## src/rtl/hms_pkg.sv

```systemverilog
// Shared encodings and field limits for the hours/minutes/seconds alarm clock.
// Also holds the modulo step helper used by the set-time and set-alarm editors.
package hms_pkg;

    typedef enum logic [1:0] {
        MODE_CLOCK     = 2'd0,
        MODE_SET_TIME  = 2'd1,
        MODE_SET_ALARM = 2'd2
    } mode_t;

    typedef enum logic [1:0] {
        POS_SEC  = 2'd0,
        POS_MIN  = 2'd1,
        POS_HOUR = 2'd2
    } pos_t;

    localparam logic [5:0] SEC_MAX  = 6'd59;
    localparam logic [5:0] MIN_MAX  = 6'd59;
    localparam logic [4:0] HOUR_MAX = 5'd23;

    // Wraps inside 0..maxVal with no carry out; up=1 increments, up=0 decrements.
    function automatic logic [5:0] wrapStep(input logic [5:0] val,
                                            input logic [5:0] maxVal,
                                            input logic       up);
        if (up) begin
            return (val >= maxVal) ? 6'd0 : val + 6'd1;
        end
        return (val == 6'd0) ? maxVal : val - 6'd1;
    endfunction

endpackage

```

## src/rtl/tick_gen.sv

```systemverilog
// 1 Hz strobe generator: counts 0..CLK_HZ-1 and emits a registered one-cycle tick.
// i_hold parks the counter at 0 so the next second restarts from a clean phase.
module tick_gen #(
    parameter int CLK_HZ = 50_000_000
) (
    input  logic clk,
    input  logic rst_n,
    input  logic i_hold,
    output logic o_tick
);

    localparam int                 CNT_W    = $clog2(CLK_HZ);
    localparam logic [CNT_W-1:0]   TERMINAL = CNT_W'(CLK_HZ - 1);

    logic [CNT_W-1:0] r_count;
    logic             r_tick;

    always_ff @(posedge clk or negedge rst_n) begin
        if (!rst_n) begin
            r_count <= '0;
            r_tick  <= 1'b0;
        end else if (i_hold) begin
            r_count <= '0;
            r_tick  <= 1'b0;
        end else if (r_count == TERMINAL) begin
            r_count <= '0;
            r_tick  <= 1'b1;
        end else begin
            r_count <= r_count + CNT_W'(1);
            r_tick  <= 1'b0;
        end
    end

    assign o_tick = r_tick;

endmodule

```

## src/rtl/hms_alarm_core.sv

```systemverilog
// Alarm clock core: mode/position control, time and alarm setpoint editing,
// time-of-day counting on the 1 Hz tick and the alarm ring timer.
module hms_alarm_core #(
    parameter int CLK_HZ    = 50_000_000,
    parameter int ALARM_SEC = 30
) (
    input  logic       clk,
    input  logic       rst_n,
    input  logic       i_mode_pulse,
    input  logic       i_pos_pulse,
    input  logic       i_inc_pulse,
    input  logic       i_dec_pulse,
    input  logic       i_alarm_en,
    input  logic       i_alarm_ack,
    output logic [5:0] o_sec,
    output logic [5:0] o_min,
    output logic [4:0] o_hour,
    output logic [5:0] o_al_min,
    output logic [4:0] o_al_hour,
    output logic [1:0] o_mode,
    output logic [1:0] o_position,
    output logic       o_tick,
    output logic       o_alarm
);
    import hms_pkg::*;

    localparam logic [5:0] RING_LEN = 6'(ALARM_SEC);

    mode_t      r_mode, w_modeNext;
    pos_t       r_pos;
    logic [5:0] r_sec, r_min, r_alMin, r_ringCnt;
    logic [4:0] r_hour, r_alHour;
    logic       r_alarm;
    logic       w_tick, w_inSetTime, w_inSetAlarm, w_runClock;
    logic       w_editOk, w_advance, w_trigger;
    logic [5:0] w_secNext, w_minNext;
    logic [4:0] w_hourNext;

    // The prescaler is held from the very edge that enters SET_TIME, so no tick leaks into it.
    tick_gen #(.CLK_HZ(CLK_HZ)) u_tickGen (
        .clk    (clk),
        .rst_n  (rst_n),
        .i_hold (w_modeNext == MODE_SET_TIME),
        .o_tick (w_tick)
    );

    always_ff @(posedge clk or negedge rst_n) begin
        if (!rst_n) r_mode <= MODE_CLOCK;
        else        r_mode <= w_modeNext;
    end

    always_comb begin
        w_modeNext = r_mode;
        case (r_mode)
            MODE_CLOCK:     if (i_mode_pulse) w_modeNext = MODE_SET_TIME;
            MODE_SET_TIME:  if (i_mode_pulse) w_modeNext = MODE_SET_ALARM;
            MODE_SET_ALARM: if (i_mode_pulse) w_modeNext = MODE_CLOCK;
            default:        w_modeNext = MODE_CLOCK;
        endcase
    end

    always_comb begin
        w_inSetTime  = (r_mode == MODE_SET_TIME);
        w_inSetAlarm = (r_mode == MODE_SET_ALARM);
        w_runClock   = (r_mode == MODE_CLOCK) || w_inSetAlarm;
    end

    assign w_editOk  = !i_mode_pulse && (i_inc_pulse ^ i_dec_pulse);
    assign w_advance = w_tick && w_runClock;

    always_ff @(posedge clk or negedge rst_n) begin
        if (!rst_n) begin
            r_pos <= POS_SEC;
        end else if (w_modeNext != r_mode) begin
            r_pos <= (w_modeNext == MODE_SET_ALARM) ? POS_MIN : POS_SEC;
        end else if (i_pos_pulse) begin
            if (w_inSetTime)
                r_pos <= (r_pos == POS_SEC) ? POS_MIN : (r_pos == POS_MIN) ? POS_HOUR : POS_SEC;
            else if (w_inSetAlarm)
                r_pos <= (r_pos == POS_MIN) ? POS_HOUR : POS_MIN;
        end
    end

    // Full carry chain in one cycle so 23:59:59 rolls straight to 00:00:00.
    always_comb begin
        w_secNext  = r_sec + 6'd1;
        w_minNext  = r_min;
        w_hourNext = r_hour;
        if (r_sec == SEC_MAX) begin
            w_secNext = 6'd0;
            if (r_min == MIN_MAX) begin
                w_minNext  = 6'd0;
                w_hourNext = (r_hour == HOUR_MAX) ? 5'd0 : r_hour + 5'd1;
            end else begin
                w_minNext = r_min + 6'd1;
            end
        end
    end

    assign w_trigger = w_advance && i_alarm_en && (w_secNext == 6'd0) &&
                       (w_minNext == r_alMin) && (w_hourNext == r_alHour);

    always_ff @(posedge clk or negedge rst_n) begin
        if (!rst_n) begin
            r_sec  <= 6'd0;
            r_min  <= 6'd0;
            r_hour <= 5'd0;
        end else if (w_advance) begin
            r_sec  <= w_secNext;
            r_min  <= w_minNext;
            r_hour <= w_hourNext;
        end else if (w_inSetTime && w_editOk) begin
            case (r_pos)
                POS_SEC:  r_sec  <= wrapStep(r_sec, SEC_MAX, i_inc_pulse);
                POS_MIN:  r_min  <= wrapStep(r_min, MIN_MAX, i_inc_pulse);
                POS_HOUR: r_hour <= 5'(wrapStep({1'b0, r_hour}, {1'b0, HOUR_MAX}, i_inc_pulse));
                default:  ;
            endcase
        end
    end

    always_ff @(posedge clk or negedge rst_n) begin
        if (!rst_n) begin
            r_alMin  <= 6'd0;
            r_alHour <= 5'd0;
        end else if (w_inSetAlarm && w_editOk) begin
            if (r_pos == POS_MIN)
                r_alMin <= wrapStep(r_alMin, MIN_MAX, i_inc_pulse);
            else if (r_pos == POS_HOUR)
                r_alHour <= 5'(wrapStep({1'b0, r_alHour}, {1'b0, HOUR_MAX}, i_inc_pulse));
        end
    end

    // Ack and disarm beat a same-cycle trigger; a fresh trigger restarts the ring length.
    always_ff @(posedge clk or negedge rst_n) begin
        if (!rst_n) begin
            r_ringCnt <= 6'd0;
            r_alarm   <= 1'b0;
        end else if (!i_alarm_en || i_alarm_ack) begin
            r_ringCnt <= 6'd0;
            r_alarm   <= 1'b0;
        end else if (w_trigger) begin
            r_ringCnt <= RING_LEN;
            r_alarm   <= 1'b1;
        end else if (r_alarm && w_tick) begin
            if (r_ringCnt <= 6'd1) begin
                r_ringCnt <= 6'd0;
                r_alarm   <= 1'b0;
            end else begin
                r_ringCnt <= r_ringCnt - 6'd1;
            end
        end
    end

    assign o_sec      = r_sec;
    assign o_min      = r_min;
    assign o_hour     = r_hour;
    assign o_al_min   = r_alMin;
    assign o_al_hour  = r_alHour;
    assign o_mode     = r_mode;
    assign o_position = r_pos;
    assign o_tick     = w_tick;
    assign o_alarm    = r_alarm;

endmodule

```

## config.mk

```make
export PLATFORM = sky130hd
export DESIGN_NAME = hms_alarm_core
export DESIGN_NICKNAME = d
export VERILOG_FILES = /design/src/rtl/hms_pkg.sv /design/src/rtl/tick_gen.sv /design/src/rtl/hms_alarm_core.sv
export SDC_FILE = /design/constraint.sdc
export NUM_CORES = 1
export LEC_CHECK = 0
export CAP_MARGIN = 20
export CORE_MARGIN = 1.5
export CORE_UTILIZATION = 30
export CTS_CLUSTER_DIAMETER = 150
export DETAILED_ROUTE_END_ITERATION = 10
export GPL_TIMING_DRIVEN = 0
export PLACE_DENSITY = 0.5
export SLEW_MARGIN = 20
export SYNTH_ARGS = -nofsm -noshare
export SYNTH_HDL_FRONTEND = slang
export SYNTH_SLANG_ARGS = --single-unit
```

## constraint.sdc

```tcl
create_clock -name clk -period 2.7 [get_ports clk]
set_clock_uncertainty 0.15 [all_clocks]
set_input_delay 0.405 -clock clk [delete_from_list [all_inputs] [get_ports clk]]
set_output_delay 0.405 -clock clk [all_outputs]
set_load 0.05 [all_outputs]
```

### Word level (Yosys, flattened, before mapping)

Cells that the tools add are included.

* input bits: 8
* register bits: 66
* logic and storage cells: 153

* add/sub/neg operators: 13
* mux-type cells: 72
* bitwise logic cells: 2
* $lt $le $gt $ge: 6
* reduce and logical (&&, ||, !) cells: 36
* equal/unequal tests: 13

Operator list (number)
* 6-bit 2-to-1 mux: 25
* 5-bit 2-to-1 mux: 14
* 26-bit 2-to-1 mux: 2
* 26-bit by 1-bit adder with 26-bit output, second input constant: 1
* 26-bit equality test, second input constant: 1
* 6-bit logical NOT: 4
* 6-bit by 1-bit subtractor with 6-bit output, second input constant: 4
* 1-bit 2-to-1 mux: 20
* 2-bit 2-to-1 mux: 10
* 6-bit by 1-bit adder with 6-bit output, second input constant: 3
* 6-bit greater-or-equal comparator, second input constant: 3
* 5-bit by 1-bit adder with 5-bit output, second input constant: 3
* 6-bit equality test, second input constant: 2
* 2-bit AND reduction: 6
* 5-bit greater-or-equal comparator, second input constant: 2
* 5-bit logical NOT: 2
* 2-bit nonzero test: 5
* 5-bit by 1-bit subtractor with 5-bit output, second input constant: 2
* 1-bit logical AND: 9
* 3-bit nonzero test: 3
* 2-bit by 1-bit equality test with 1-bit output, second input constant: 3
* 2-bit equality test, second input constant: 3
* 6-bit equality test: 1
* 6-bit by 1-bit less-or-equal comparator with 1-bit output, second input constant: 1
* other kinds (10): 13

### Longest topological paths before layout

* depth after elaboration: 9
* gate-level depth with buffers: 11

### Modules after synthesis

Synthesis repeated with hierarchy kept, for this count alone.

* cells, all modules: 687
* area, all modules: 5532.8 µm²

By module, submodules not included
* hms_alarm_core: seq. area each 975.9 µm², times used 1, area an instance 4098.9 µm², cells an instance 538
* tick_gen: seq. area each 675.6 µm², times used 1, area an instance 1433.9 µm², cells an instance 149

### Worst setup path after synthesis

OpenSTA, ideal clock, no wires.

* path kind: flip-flop to flip-flop
* from: register r_hour[0], in the netlist o_hour[0]
* to: register r_ringCnt[0]
* clock period less this slack: 2.807 ns
* arrival time: 2.531 ns
* slack: -0.107 ns
* setup time: 0.126 ns
* cell stages (with the launch flop): 10
* cell sequence: dfrtp_1 > clkbuf_1 > inv_1 > ha_1 > nand2b_4 > a311o_1 > a22o_1 > nor4_2 > nand4_2 > nor3b_2

* cells in the longest elaborated chain, start to end: 8
* elaborated cells between the ends (all ways): 10

RTL lines
* start: declaration: RTL line hms_alarm_core.sv:32 `logic [4:0] r_hour, r_alHour;`
* start signal: assignment: RTL line hms_alarm_core.sv:111 `r_hour <= w_hourNext;`
* start signal: assignment: RTL line hms_alarm_core.sv:116 `POS_HOUR: r_hour <= 5'(wrapStep({1'b0, r_hour}, {1'b0, HOUR_MAX}, i_inc_pulse));`
* 5-bit by 1-bit adder with 5-bit output / 5-bit equality test (equally long branches): RTL line hms_alarm_core.sv:93 `w_hourNext = (r_hour == HOUR_MAX) ? 5'd0 : r_hour + 5'd1;`
* 5-bit 2-to-1 mux: RTL line hms_alarm_core.sv:93
* 5-bit 2-to-1 mux: RTL line hms_alarm_core.sv:91 `if (r_min == MIN_MAX) begin`
* 5-bit 2-to-1 mux (*): RTL line hms_alarm_core.sv:89 `if (r_sec == SEC_MAX) begin`
* 5-bit equality test (*): RTL line hms_alarm_core.sv:101 `(w_minNext == r_alMin) && (w_hourNext == r_alHour);`
* 1-bit logical AND (*): RTL line hms_alarm_core.sv:101
* 6-bit 2-to-1 mux: RTL line hms_alarm_core.sv:142 `end else if (w_trigger) begin`
* 6-bit 2-to-1 mux: RTL line hms_alarm_core.sv:139 `end else if (!i_alarm_en || i_alarm_ack) begin`
* end signal: assignment: RTL line hms_alarm_core.sv:150 `r_ringCnt <= r_ringCnt - 6'd1;`
* end: declaration: RTL line hms_alarm_core.sv:31 `logic [5:0] r_sec, r_min, r_alMin, r_ringCnt;`

Mark *: on every way between the ends. The rest lies on a longest branch, timed or not.
A chain may end at the register's enable or synchronous reset.

### Final worst setup path

* from: register r_hour[0], in the netlist o_hour[0]
* to: register r_ringCnt[5]

Same word-level chain as after synthesis.

==> metrics.md <==
| Metric | Value |
|---|---|
| CTS tree | done |
| Layout area overhead | 22.79% |
| Fin. Hold Viols | 0 |
| Max Cap Viol | 0 |
| Drt first pass iters | 6 |
| Diodes inserted | 0 |
| Max Fclk | 383.5 MHz |
| Syn Inst Count | 628 |
| Post-synth EDFFs | 0 |
| Layout cell share with drive strength beyond 1 | 12.45% |
| Root Buffer Master | clkbuf_16 |
| IO Port Bufs | 41 |
| Peak supply drop | 0.4920 mV |
| #FFs+latches synth | 66 |
| Core area | 0.01664 mm^2 |
| Mapped cell area | 0.005112 mm^2 |
| Worst-skew pair later-pin latency | 350 ps |
| Part of the Yosys area used for sequential elements | 32.31% |
| Final setup fails | 0 |
| Via count | 5,047 |
| Post-route DRC | 0 |
| Relative slew slack | 33.68% |
| Arr. time, crit path | 2680 ps |
| Grt met1 use | 24.86% |
| Period minus WS final | 2608 ps |
| IO Count | 42 |
| Avg Cell Area, Syn | 8.141 um^2 |
| Met3 Usage GRT | 3.881% |
| DPL Wire Length | 11,300 um |
| Final worst path period share | 96.58% |
| Post-layout instance area | 0.006277 mm^2 |
| Num Clock Sinks | 66 |
| Crit path launch type | flip-flop |
| Worst Path Required | 2780 ps |
| Fillers | 1,690 |
| Area of the multi-input gates | 0.003278 mm^2 |
| First-pass GRT wire length | 26,210 um |
| Nets | 714 |
| Via/cell ratio | 5.540 |
| Site Rows | 47 |
| Critical path, cell by cell | ha_2 -> and4b_4 -> nand2b_4 -> a311o_1 -> a22o_1 -> nor4_4 -> nand4_4 -> nor3b_2 |
| Total placed instance area | 0.005821 mm^2 |
| Fin. max-slew vios | 0 |
| Starting density of the core | 30.72% |
| Worst-path clk slew | 60 ps |
| Routed WL per cell | 17.54 um |
| Setup ws final | 92.41 ps |
| Gr busiest metal | met2 |
| Main flop type after synthesis | dfrtp_1 |
| Clock buffer depth | 2 |
| Vias in the first global route | 4,891 |
| Dpl cells | 890 |
| Largest net degree at the start of global routing | 36 |
| Pre-CTS setup slack | -687.4 ps |
| Crit path max fanout | 9 |
| Total track usage | 18.51% |
| Total wire length | 15,980 um |
| Reg2Reg Setup Slack | 90 ps |
| Final Instance Count excl. Fillers | 911 |
| Worst-Margin Slew | 985.8 ps |
| Crit-path max cell delay | 410 ps |
| Leak pwr | 2.506 nW |
| GPL Wtd Cong | 0.9044 |
| Die area | 0.01783 mm^2 |
| Worst Hold Class | flip-flop to flip-flop |
| DIE WIDTH | 133.5 um |
| Yosys warns | 0 |
| Storage cell area | 0.001657 mm^2 |
| Final ANT Viol Nets | 0 |
| PwrDens | 1015 mW/mm^2 |
| Post-synthesis async set-or-reset flop share | 100.0% |
| Worst path slowest cell | dfrtp_2 |
| Met2 Use GR | 28.61% |
| Remaining global-route overflow | 0 |
| CTS H-tree lvls | 3 |
| Syn nets | 656 |
| Outcome | completed |
| Initial detailed-routing violation count | 445 |
| Critical path endpoint category | flip-flop |
| TritonCTS Buffers | 9 |
| Post-synthesis cell type count | 83 |
| DIE HEIGHT | 133.5 um |
| Crit Path Category | flip-flop to flip-flop |
| Initial antenna violation count | 0 |
-- per-layer routing --
metal  wire [um]  share of wire, %
met3        1055               6.6
met1        7317                46
met2        7172                45
met5           0                 0
met4         432               2.7
-- logic make-up after synthesis --
| family | synth area share (%) |
|---|---|
| mux | 2.203 |
| fa+ha+maj | 4.895 |
| flops | 32.31 |
| compound gates | 21.73 |
| buf+inv | 5.971 |
| simple gates | 25.94 |
| xor+xnor | 6.951 |
-- critical path: cells and delay by family (launching register included) --
family                   cells  cell delay (ps)
AO/OA/AOI/OAI                2              550
flip-flops                   1              410
adder cells (fa/ha/maj)      1              260
AND/OR/NAND/NOR              5             1110
-- flip-flops by register name (all words and copies together), names as in the netlist --
name	flops
o_position	2
o_sec	6
u_tickGen.o_tick	1
o_alarm	1
o_mode	2
o_hour	5
r_ringCnt	6
o_al_min	6
u_tickGen.r_count	26
o_min	6
o_al_hour	5
-- cells in the mapped netlist (all sizes together) (3+ instances only) --
master	n	area share, %
o311ai	4	0.69
nand2	41	3.1
and2b	3	0.51
a31oi	13	1.7
a21oi	42	4.1
nor2	78	5.8
and3	14	1.7
nand4	9	1.5
nand2b	5	0.76
clkbuf	31	2.3
a21o	5	0.73
or3	5	0.61
nor3	22	2.3
o21ai	44	4.3
nor4	12	1.7
a22o	3	0.51
nor3b	4	0.78
xnor2	15	2.6
nor2b	4	0.49
a211oi	6	0.98
xor2	23	3.9
ha	20	4.9
buf	14	1.9
a221oi	5	0.86
a22oi	3	0.44
o211ai	5	0.73
nand4b	4	0.69
inv	25	1.8
nand3b	3	0.44
nand3	33	3.3
mux2i	9	1.8
o221ai	4	0.69
o2111ai	3	0.51
dfrtp	66	32
o31ai	5	0.73
o22ai	5	0.61
-- final timing paths --
path / end / cells after the start / startpoint
max in group asynchronous: u_tickGen.r_count[16]$_DFF_PN0_ / 3 / rst_n
min in group asynchronous: o_sec[3]$_DFFE_PN0P_ / 2 / rst_n
hold reg to reg: u_tickGen.r_count[0]$_DFF_PN0_ / 1 / u_tickGen.r_count[0]$_DFF_PN0_
setup reg to reg: r_ringCnt[5]$_DFFE_PN0P_ / 8 / o_hour[0]$_DFFE_PN0P_
setup / recovery: r_ringCnt[5]$_DFFE_PN0P_ / 8 / o_hour[0]$_DFFE_PN0P_
hold / removal: u_tickGen.r_count[0]$_DFF_PN0_ / 1 / u_tickGen.r_count[0]$_DFF_PN0_
-- where the power goes --
group          switching, W  internal, W
clock              0.000505     0.000622
combinational       0.00243      0.00134
sequential         0.000272      0.00121
-- layout by cell type, fill, tap and decap left out, drive strengths merged, types with 3 or more instances in the layout --
cell           instances
a21o                   5
and3                  14
buf                   21
nand2b                 5
clkinvlp               4
dfrtp                 66
nor3                  22
nand3                 33
a221oi                 5
and2b                  3
clkdlybuf4s50         40
nor2b                  4
nand4b                 4
a31oi                 13
xnor2                 15
xor2                  23
o311ai                 4
ha                    20
or3                    5
a22oi                  3
nor4                  12
nor3b                  4
o21ai                 44
o22ai                  5
inv                   25
clkbuf                40
o31ai                  5
o211ai                 5
nor2                  78
a22o                   3
nand4                  9
a21oi                 42
nand3b                 3
o221ai                 4
nand2                 41
a211oi                 6
o2111ai                3
mux2i                  9
-- through the flow --
step	TNS, ps	total power (W)	hold slack [ps]	utilization [%]
CTS	0	0.006207	362.5	37.10
global placement	-110660	0.004990	349.7	34.87
floorplan	0	0.003984	-40.59	-
finish	0	0.006372	365.7	37.72
global route	-12.51	0.006788	393.3	37.72
detailed placement	-17000	0.005003	234.8	34.97
-- repair_timing --
item                       CTS  global route
hold endpoints to repair    31             0
gates resized for setup     17            27
setup endpoints to repair   43            45
setup buffers                1             5
pin swaps                    2             5
hold buffers                 1             0
-- final cells by class --
type	count	share of cell area, %
well taps	220	4.385
plain buffers	43	3.468
multi-input cells	492	52.22
clock inverters	6	0.6976
flip-flops and latches	66	26.39
inverters	25	1.495
clock buffers	10	3.648
repair buffers	49	7.694
(Power assumes the default switching activity.)
